===== src/rtl/cla_pkg.sv =====
// rtl/cla_pkg.sv - shared types and helpers for the pipelined CLA add/sub unit
package cla_pkg;

   typedef enum logic {
      OP_ADD = 1'b0,
      OP_SUB = 1'b1
   } op_e;

   function automatic int calc_ng(input int width, input int group);
      return width / group;
   endfunction

endpackage


===== src/rtl/cla_group.sv =====
// rtl/cla_group.sv - combinational GROUP-bit carry-lookahead adder slice
module cla_group #(
   parameter int GROUP = 4
) (
   input  logic [GROUP-1:0] a,
   input  logic [GROUP-1:0] b,
   input  logic             cin,
   output logic [GROUP-1:0] sum,
   output logic             cout
);

   logic [GROUP-1:0] g;
   logic [GROUP-1:0] p;
   logic [GROUP:0]   c;
   logic             term;
   logic             acc;

   assign g = a & b;
   assign p = a ^ b;

   // Every carry is a flat sum-of-products of g/p/cin, never a ripple of c[i].
   always_comb begin
      c    = '0;
      term = 1'b0;
      acc  = 1'b0;
      c[0] = cin;
      for (int i = 0; i < GROUP; i++) begin
         term = cin;
         for (int j = 0; j <= i; j++) term = term & p[j];
         acc = term;
         for (int j = 0; j <= i; j++) begin
            term = g[j];
            for (int m = j + 1; m <= i; m++) term = term & p[m];
            acc = acc | term;
         end
         c[i+1] = acc;
      end
   end

   assign sum  = p ^ c[GROUP-1:0];
   assign cout = c[GROUP];

endmodule


===== src/rtl/cla_addsub_pipe.sv =====
// rtl/cla_addsub_pipe.sv - pipelined CLA add/subtract unit, one register stage per GROUP-bit slice
module cla_addsub_pipe
   import cla_pkg::*;
#(
   parameter int WIDTH = 8,
   parameter int GROUP = 4
) (
   input  logic             clk,
   input  logic             rst,
   input  logic             in_valid,
   output logic             in_ready,
   input  logic [WIDTH-1:0] a,
   input  logic [WIDTH-1:0] b,
   input  logic             cin,
   input  logic             op,
   output logic             out_valid,
   input  logic             out_ready,
   output logic [WIDTH-1:0] sum,
   output logic             cout,
   output logic             ovf,
   output logic             zero
);

   localparam int NG = calc_ng(WIDTH, GROUP);

   if (WIDTH % GROUP != 0) begin : g_bad_cfg
      $error("cla_addsub_pipe: WIDTH must be a multiple of GROUP");
   end

   logic             adv;
   logic             is_sub;
   logic [WIDTH-1:0] in_bx;
   logic             in_c0;
   logic             ovf_q;
   logic             zero_q;

   assign adv      = !out_valid || out_ready;
   assign in_ready = adv;

   // Subtraction is folded into the operands once at the input, so later stages only add.
   assign is_sub = (op_e'(op) == OP_SUB);
   assign in_bx  = is_sub ? ~b : b;
   assign in_c0  = is_sub ? !cin : cin;

   for (genvar k = 0; k < NG; k++) begin : g_stage
      localparam int RW = WIDTH - k * GROUP;  // operand bits not yet consumed at this stage's input

      logic [RW-1:0]          a_k;
      logic [RW-1:0]          b_k;
      logic                   c_k;
      logic                   v_k;
      logic [GROUP-1:0]       g_sum;
      logic                   g_cout;
      logic [(k+1)*GROUP-1:0] s_d;
      logic [(k+1)*GROUP-1:0] s_q;
      logic                   c_q;
      logic                   v_q;

      if (k == 0) begin : g_src
         assign a_k = a;
         assign b_k = in_bx;
         assign c_k = in_c0;
         assign v_k = in_valid;
         assign s_d = g_sum;
      end else begin : g_src
         assign a_k = g_stage[k-1].g_fwd.a_q;
         assign b_k = g_stage[k-1].g_fwd.b_q;
         assign c_k = g_stage[k-1].c_q;
         assign v_k = g_stage[k-1].v_q;
         assign s_d = {g_sum, g_stage[k-1].s_q};
      end

      cla_group #(
         .GROUP(GROUP)
      ) u_grp (
         .a   (a_k[GROUP-1:0]),
         .b   (b_k[GROUP-1:0]),
         .cin (c_k),
         .sum (g_sum),
         .cout(g_cout)
      );

      always_ff @(posedge clk) begin
         if (rst) begin
            v_q <= 1'b0;
            s_q <= '0;
            c_q <= 1'b0;
         end else if (adv) begin
            v_q <= v_k;
            if (v_k) begin
               s_q <= s_d;
               c_q <= g_cout;
            end
         end
      end

      if (k < NG - 1) begin : g_fwd
         logic [RW-GROUP-1:0] a_q;
         logic [RW-GROUP-1:0] b_q;

         always_ff @(posedge clk) begin
            if (rst) begin
               a_q <= '0;
               b_q <= '0;
            end else if (adv && v_k) begin
               a_q <= a_k[RW-1:GROUP];
               b_q <= b_k[RW-1:GROUP];
            end
         end
      end
   end

   // Flags are formed from the complete sum as it enters the last register.
   always_ff @(posedge clk) begin
      if (rst) begin
         ovf_q  <= 1'b0;
         zero_q <= 1'b0;
      end else if (adv && g_stage[NG-1].v_k) begin
         zero_q <= (g_stage[NG-1].s_d == '0);
         ovf_q  <= (g_stage[NG-1].a_k[GROUP-1] == g_stage[NG-1].b_k[GROUP-1]) &&
                   (g_stage[NG-1].s_d[WIDTH-1] != g_stage[NG-1].a_k[GROUP-1]);
      end
   end

   assign out_valid = g_stage[NG-1].v_q;
   assign sum       = g_stage[NG-1].s_q;
   assign cout      = g_stage[NG-1].c_q;
   assign ovf       = ovf_q;
   assign zero      = zero_q;

endmodule


===== config.mk =====
export PLATFORM = sky130hd
export DESIGN_NAME = cla_addsub_pipe
export DESIGN_NICKNAME = d
export VERILOG_FILES = /design/src/rtl/cla_pkg.sv /design/src/rtl/cla_group.sv /design/src/rtl/cla_addsub_pipe.sv
export SDC_FILE = /design/constraint.sdc
export NUM_CORES = 1
export LEC_CHECK = 0
export CAP_MARGIN = 20
export CORE_UTILIZATION = 30
export DETAILED_ROUTE_END_ITERATION = 8
export PLACE_DENSITY = 0.58
export SLEW_MARGIN = 20
export SYNTH_ARGS = -nofsm -noshare
export SYNTH_HDL_FRONTEND = slang
export SYNTH_SLANG_ARGS = --single-unit
export TNS_END_PERCENT = 5

===== constraint.sdc =====
create_clock -name clk -period 4 [get_ports clk]
set_clock_uncertainty 0.15 [all_clocks]
set_input_delay 0.8 -clock clk [delete_from_list [all_inputs] [get_ports clk]]
set_output_delay 0.8 -clock clk [all_outputs]
set_load 0.02 [all_outputs]

==> out/qor.csv <==
metric,value,unit
design.core.area,4410,sq um
period_minus_slack,2.98,ns
setup_viol_count_final,0,
dr.pass1.iters,4,
synthArstFlopShare,0,
start_util,0.315,
io_pins,35,
n_antenna_cell,0,
cts_resized,0,
layout-drive-gt1-share,0.0847,
drtAntennaViolNets,0,
synth_warnings,0,
cp_num_buf_inv,3,
status,finished clean,
grt_pass1_vias,1042,
relSlewSlack,0.715,
synthCells,156,
arrival,2.03,ns
fin_util,0.411,
hpwl,2.01,mm
critPathMaxStageDelay,0.59,ns
maxSlewViolCount,0,
power.leakage,0.000710,uW
power_frac_seq,0.482,
cp_slowest_cell,clkdlybuf4s50_1,
grt.overflow.total,0,
worstPathMaxFanout,5,
internal_power,438,uW
critPathLaunch,out_ready,
clk_latency,0.26,ns
drt_iter0_drc,53,
cts_root_buffer,clkbuf_8,
ys_types,37,
syn_area,1390,sq um
cts_num_sinks,26,
port_buffers,34,
wl_per_cell,10.6,um
cts_buffer_depth,2,
rsz0062_at_grt,false,
seq_area_frac_synth,0.374,
power_frac_comb,0.240,
fp-row-count,24,
antenna_found_initial,0,
grt_use_met3,0.0188,
synth_largest_area_cell,dfxtp_1,
cts-buffers-inserted,3,
drc,0,
synth_seq_cells,26,
reg2reg_depth,6,
power_density,331,nW/um^2
tritoncts,yes,
viasPerCell,4.59,
wl,2.57,mm
die_w,70.1,um
timing.rr.start,g_stage[0].g_fwd.a_q[0]$_SDFFE_PP0P_,
gr-max-usage-layer,met2,
synthFlopType,dfxtp_1,
syn-num-nets,190,
crit_family,buffers and inverters,
cp-end-kind,output pin,
routed-via-count,1107,
fin_nets,224,
vdd.ir_drop.worst,0.000151,V
crit_cells,4,
swShare,0.270,
grt_pass1_wl,4.66,mm
min_from,ovf$_SDFFE_PP0P_,
fin_crit_sh,0.746,
cts_hold_buffers,0,
path_clk_slew,0.09,ns
ys_top_cells_by_area,"dfxtp_1, ha_1, nand2_1",
grtUsageMet2,0.173,
hold_violations,0,
p_sw,162,uW
cpMostUsedCell,clkdlybuf4s50_1,
required,3.05,ns
syn_to_final_growth,30.4,%
setup-tns-final,0,ns
cap_violations,0,
clock.fmax,335,MHz
worst_pin_slew,0.426,ns
synth-edff-count,0,
hold_path_class,reg -> reg,
crit_chain,"clkdlybuf4s50_1, nor2b_4, inv_4, clkdlybuf4s50_1",
grt_use_total,0.116,
postCtsSetupBuffers,0,
die_h,70.1,um
h-tree-depth,1,
gp_congestion,0.718,
pwr-share-clk,0.277,
avgSynthCellArea,8.91,sq um
grtUsageMet1,0.166,
die_area,4910,sq um
yosysTopAreaCellShare,0.374,
crit_type,in -> out,
min_delay_path_depth,2,
grt_max_degree,29,
startpoint_type,input pin,
## synthesized netlist by cell type, types with 3 or more instances
master / number
dfxtp_1: 26
nand2_1: 25
a21oi_1: 16
nor2_1: 13
ha_1: 10
xor2_1: 6
a211oi_2: 5
inv_1: 5
nor3_1: 5
o21ai_0: 5
xnor2_1: 5
clkbuf_1: 3
## cell families (layout without fill, tap and decap cells)
group / after synthesis / in the layout / share of synthesized area
simple gates: 56 / 56 / 0.189
compound gates: 38 / 38 / 0.193
flops: 26 / 26 / 0.374
buf+inv: 13 / 46 / 0.0558
fa+ha+maj: 12 / 12 / 0.119
xor+xnor: 11 / 11 / 0.0693
## stage by stage
stage	worst slack, ns	instances	area [sq um]	power [uW]	hold slack (ns)
6_report	1.02	241	1810	601	0.307
3_3_place_gp	0.925	237	1760	441	0.296
5_1_grt	0.938	241	1810	641	0.333
4_1_cts	1.01	241	1810	608	0.311
2_1_floorplan	1.42	156	1390	391	0.290
3_5_place_dp	0.860	237	1760	442	0.299
## registers in the layout, indices dropped and copies added (netlist names)
| register | flops |
|---|---|
| sum | 8 |
| g_stage.g_fwd.a_q | 4 |
| g_stage.g_fwd.b_q | 4 |
| g_stage.s_q | 4 |
| cout | 1 |
| g_stage.c_q | 1 |
| g_stage.v_q | 1 |
| out_valid | 1 |
| ovf | 1 |
| zero | 1 |
## power groups by stage
stage | Sequential [uW] | Combinational, uW | Clock, uW
2_1_floorplan | 300 | 91.1 | 0
3_3_place_gp | 296 | 145 | 0
3_5_place_dp | 296 | 146 | 0
4_1_cts | 290 | 146 | 172
5_1_grt | 293 | 162 | 186
6_report | 290 | 144 | 167
## tightest hold or removal path, delay by kind of cell, from the launching register on
family	cells	cell delay, ns
AND/OR/NAND/NOR	1	0.05
flip-flops	1	0.32
AO/OA/AOI/OAI	1	0.05
## final cells by class
type,count,area [sq um]
Tap cell,52,65.1
Multi-Input combinational cell,117,792
Clock buffer,4,55.1
Fill cell,454,2600
Timing Repair Buffer,36,355
Inverter,6,25.0
Sequential cell,26,520
## final timing paths
kind                    endpoint  slack (ns)
max reg2reg  sum[7]$_SDFFE_PP0P_        2.00
min             ovf$_SDFFE_PP0P_        0.31
max                     in_ready        1.02
min reg2reg     ovf$_SDFFE_PP0P_        0.31
## layer usage
layer  wire, um  share of wire
met2       1050           0.41
met1       1390           0.54
met3         92          0.036
met4         34          0.013
met5          0              0
## placed cells by master (no fill, tap or decap), types with 4 or more instances in the layout
cell type / count
clkdlybuf4s50_1: 34
a211oi_2: 5
dfxtp_1: 26
a21oi_1: 16
nor2_1: 13
nor3_1: 5
xnor2_1: 5
ha_1: 10
xor2_1: 6
inv_1: 5
nand2_1: 25
clkbuf_8: 4
o21ai_0: 5
Power figures use the tool's default switching activity.
==> RTL edit 1, RTL diff (config.mk and constraints unchanged) <==
`GROUP` is set to 4 in 2 places; all go to 8.
--- a/src/rtl/cla_group.sv
+++ b/src/rtl/cla_group.sv
@@ -2,3 +2,3 @@
 module cla_group #(
-   parameter int GROUP = 4
+   parameter int GROUP = 8
 ) (
--- a/src/rtl/cla_addsub_pipe.sv
+++ b/src/rtl/cla_addsub_pipe.sv
@@ -5,3 +5,3 @@
    parameter int WIDTH = 8,
-   parameter int GROUP = 4
+   parameter int GROUP = 8
 ) (
Behaviour: not the same (Yosys sat finds a counterexample within 4 cycles, from zero or initial values and one cycle with rst high).
==> RTL edit 1 against the original RTL <==
- the flow now finishes with violations (DRC)
- synthesized area shrank 33%
- power shrank 28%
- first-iteration DRC count shrank 89%
- sequential cell count shrank 14
- cell area shrank 27%
- sequential power shrank 52%
- wire length shrank 21%
- worst setup slack lost 190 ps
- highest routed layer is now met3
- clock power shrank 41%
==> RTL edit 1: results <==
{
  "synth_commonest_cells": "dfxtp_1, nand2_1, nor2_1, xor2_1, ha_1",
  "synth_area_leaders": "dfxtp_1, ha_1, xor2_1",
  "violations": "DRC",
  "met3WireLength_um": 105,
  "use_met1_pct": 16.7,
  "drt-initial-drc-count": 6,
  "arrival_worst_endpoint_ps": 3210,
  "reg2regPathDepth": 5,
  "n_antenna_cell": 0,
  "synthesized_area_fraction_occupied_by_ao_oa_aoi_and_oai_cells_pct": 22.5,
  "wire_length_of_the_first_global_routing_pass_um": 3400,
  "critical_path_fanouts_max": 6,
  "grtUsageTotal_pct": 13.1,
  "wl_met2_um": 978,
  "syn-mean-instance-area_um2": 8.61,
  "drc": 3,
  "endpoint": "sum[7]",
  "gp_congestion": 0.807,
  "xor_xnor_fraction_of_synth_area_pct": 14.1,
  "groute.layer.met2.usage_pct": 22.4,
  "largest_register_ffs": 8,
  "total_leakage_power_nw": 0.550,
  "timing.critical_path.max_delay_family": "compound AO/OA/AOI/OAI gates",
  "maximum_cell_stage_delay_along_the_critical_path_ps": 650,
  "highest-signal-layer": "met3",
  "met3_global_route_usage_pct": 3.13,
  "number_of_vias_after_detailed_routing": 855,
  "place.detailed.instances": 170,
  "hold_end": "sum[5]",
  "m1WireLength_um": 949,
  "pin_count_of_the_biggest_net_entering_global_routing": 15,
  "syn-num-nets": 140,
  "place.detailed.hpwl_um": 1710,
  "drt_wl_total_um": 2030,
  "yosys.area_share.adder_pct": 14.3,
  "grt_pass1_vias": 819,
  "worst_slack_ps": 827,
  "synth.lib_cells_used.distinct": 35,
  "worstReg2RegEnd": "zero",
  "relSlewSlack_pct": 68.6,
  "crit-reg2reg-launch": "out_valid",
  "critPathLaunch": "op",
  "synth_sequential_area_ratio_pct": 25.8,
  "max-vdd-ir-drop_uv": 111,
  "run_status": "finished, violations left",
  "timing.hold.worst.start": "sum[5]",
  "hold-worst-slack_ps": 310,
  "timing.reg2reg.setup_slack_ps": 2460
}
## RTL edit 1: changes by cell type in the layout (fill, tap and decap cells not counted), sizes merged, moves of 2 or more
cell / delta
nand2: -16
dfxtp: -14
a21oi: -9
xor2: +4
a211oi: -3
nor2: -3
a21boi: -2
nor2b: -2
o21a: +2
o21ai: -2
## RTL edit 1: report_power, final
group,total [mW],internal [mW],switching (mW)
Combinational,0.197,0.0993,0.0978
Sequential,0.138,0.132,0.00596
Clock,0.0986,0.0553,0.0433
Total,0.433,0.286,0.147
## RTL edit 1: cell type report
cell class | instances | area (um2)
timing repair buffer | 35 | 348
tap | 31 | 38.8
clock buffer | 4 | 36.3
sequential | 12 | 240
fill | 293 | 1520
multi-input combinational | 85 | 641
inverter | 7 | 26.3
## RTL edit 1: tightest hold or removal path, stage by stage, from the launching register on
cell and delay, ps:
dfxtp_1 320, nand2_1 50, a21oi_1 50
==> RTL edit 2, RTL diff (same settings) <==
Without the edit above. Make the reset (`rst`) asynchronous in 3 clocked blocks.
--- a/src/rtl/cla_addsub_pipe.sv
+++ b/src/rtl/cla_addsub_pipe.sv
@@ -82,3 +82,3 @@
 
-      always_ff @(posedge clk) begin
+      always_ff @(posedge clk or posedge rst) begin
          if (rst) begin
@@ -100,3 +100,3 @@
 
-         always_ff @(posedge clk) begin
+         always_ff @(posedge clk or posedge rst) begin
             if (rst) begin
@@ -113,3 +113,3 @@
    // Flags are formed from the complete sum as it enters the last register.
-   always_ff @(posedge clk) begin
+   always_ff @(posedge clk or posedge rst) begin
       if (rst) begin
Behaviour: differs if rst is asserted again (counterexample within 4 cycles, from zero or initial values and one cycle with rst high); with rst held inactive, the same outputs for 10 cycles.
==> RTL edit 2 against the original RTL <==
- largest cell class unchanged
- sequential cell count unchanged
- critical endpoint unchanged
- first-iteration DRC count fell by 30%
- worst hold slack improved by 30 ps
- synthesized area grew 0.72%
- via count is 17% lower
- wire length shrank 4.5%
- fmax rose by 0.25%
- global-route usage decreased by 0.78 points
- cell area down 0.21%
- worst setup slack improved by 7.5 ps
- synthesized cell count shrank 22%
Power is not compared: it rests on default switching activity, and its combinational part moved more than twofold at a synthesized area within 25%.
==> RTL edit 2: results <==
{
  "crit-reg2reg-launch": "g_stage[0].g_fwd.a_q[0]",
  "synth_ff_type": "dfrtp_1",
  "timing.reg2reg.setup_slack_ps": 2030,
  "largest_register_ffs": 8,
  "grt_pass1_vias": 945,
  "synth_commonest_cells": "dfrtp_1, nand2_1, ha_1, o21ai_0",
  "worstReg2RegEnd": "zero",
  "postCtsResizedCells": 0,
  "post_drt_via_cell_ratio": 4.51,
  "synth.lib_cells_used.distinct": 25,
  "arrival_worst_endpoint_ps": 2030,
  "met3WireLength_um": 111,
  "place.detailed.hpwl_um": 1950,
  "fill_cell_instance_count_of_the_final_layout": 431,
  "gp_congestion": 0.695,
  "layout.nets": 189,
  "synth_async_sr_flop_share_pct": 100,
  "hold_end": "ovf",
  "setup.worst_path.class": "input pin to primary output",
  "drt_wl_total_um": 2450,
  "synth_sequential_area_ratio_pct": 46.5,
  "yosys.area_share.adder_pct": 11.8,
  "post-place-ws_ps": 707,
  "groute.layer.met2.usage_pct": 17.7,
  "wire_length_of_the_first_global_routing_pass_um": 4270,
  "detail_route.first_pass.iterations": 3,
  "combinational_family_with_the_most_area_after_synthesis": "adder cells",
  "timing.hold.worst.start": "ovf",
  "relSlewSlack_pct": 40.1,
  "drt-initial-drc-count": 37,
  "synthesized_area_fraction_occupied_by_ao_oa_aoi_and_oai_cells_pct": 9.65,
  "critical_path_fanouts_max": 7,
  "hold-worst-slack_ps": 337,
  "m1WireLength_um": 1200,
  "synth_area_leaders": "dfrtp_1, ha_1, mux2_2",
  "grtUsageTotal_pct": 10.8,
  "use_met1_pct": 13.9,
  "pin_count_of_the_biggest_net_entering_global_routing": 27,
  "syn-num-nets": 155,
  "yosys-mux-area-fraction_pct": 9.65,
  "final_layout_size_suffix_gt1_share_pct": 13.1,
  "xor_xnor_fraction_of_synth_area_pct": 10.0,
  "wl_met2_um": 1100,
  "run_status": "finished, final reports clean"
}
-- RTL edit 2: stage by stage --
| stage | instances | util [%] | area [um2] |
|---|---|---|---|
| floorplan | 121 | - | 1400 |
| global placement | 202 | 40.1 | 1770 |
| detailed placement | 202 | 40.1 | 1770 |
| CTS | 205 | 41.0 | 1810 |
| global route | 205 | 41.0 | 1810 |
| finish | 205 | 41.0 | 1810 |
-- RTL edit 2: critical path, stage by stage --
cell,delay (ps)
clkdlybuf4s50_1,460
nand2b_4,160
clkdlybuf4s50_1,610
-- RTL edit 2: logic make-up after synthesis --
| kind of cell | Yosys count |
|---|---|
| and+or+nand+nor | 25 |
| muxes | 11 |
| adders and majority gates | 12 |
| xor gates and xnor gates | 16 |
| buffers and inverters | 10 |
| DFF | 26 |
| AOI/OAI and AO/OA | 21 |
-- RTL edit 2: layout make-up --
cell class                      instances  share of cell area (%)
Clock buffer                            3                    2.28
Timing Repair Buffer                   34                    18.8
Inverter                                5                    1.04
Sequential cell                        26                    36.0
Multi-Input combinational cell         85                    38.3
Tap cell                               52                    3.60
-- RTL edit 2: worst max path at each step --
stage          startpoint  depth (start not counted)  slack, ps             end
2_1_floorplan          op                          8       1430  g_stage[0].c_q
3_3_place_gp           op                          8        810  g_stage[0].c_q
3_5_place_dp           op                          8        710  g_stage[0].c_q
4_1_cts                op                          8        980  g_stage[0].c_q
5_1_grt                op                          8        850  g_stage[0].c_q
6_report        out_ready                          3       1020        in_ready
-- RTL edit 2: report_power, final --
group / switching (mW) / total, mW / leakage (nW) / internal (mW)
Clock: 0.0776 / 0.145 / 0.0216 / 0.0675
Combinational: 0.203 / 0.435 / 0.459 / 0.232
Sequential: 0.0520 / 0.397 / 0.313 / 0.345
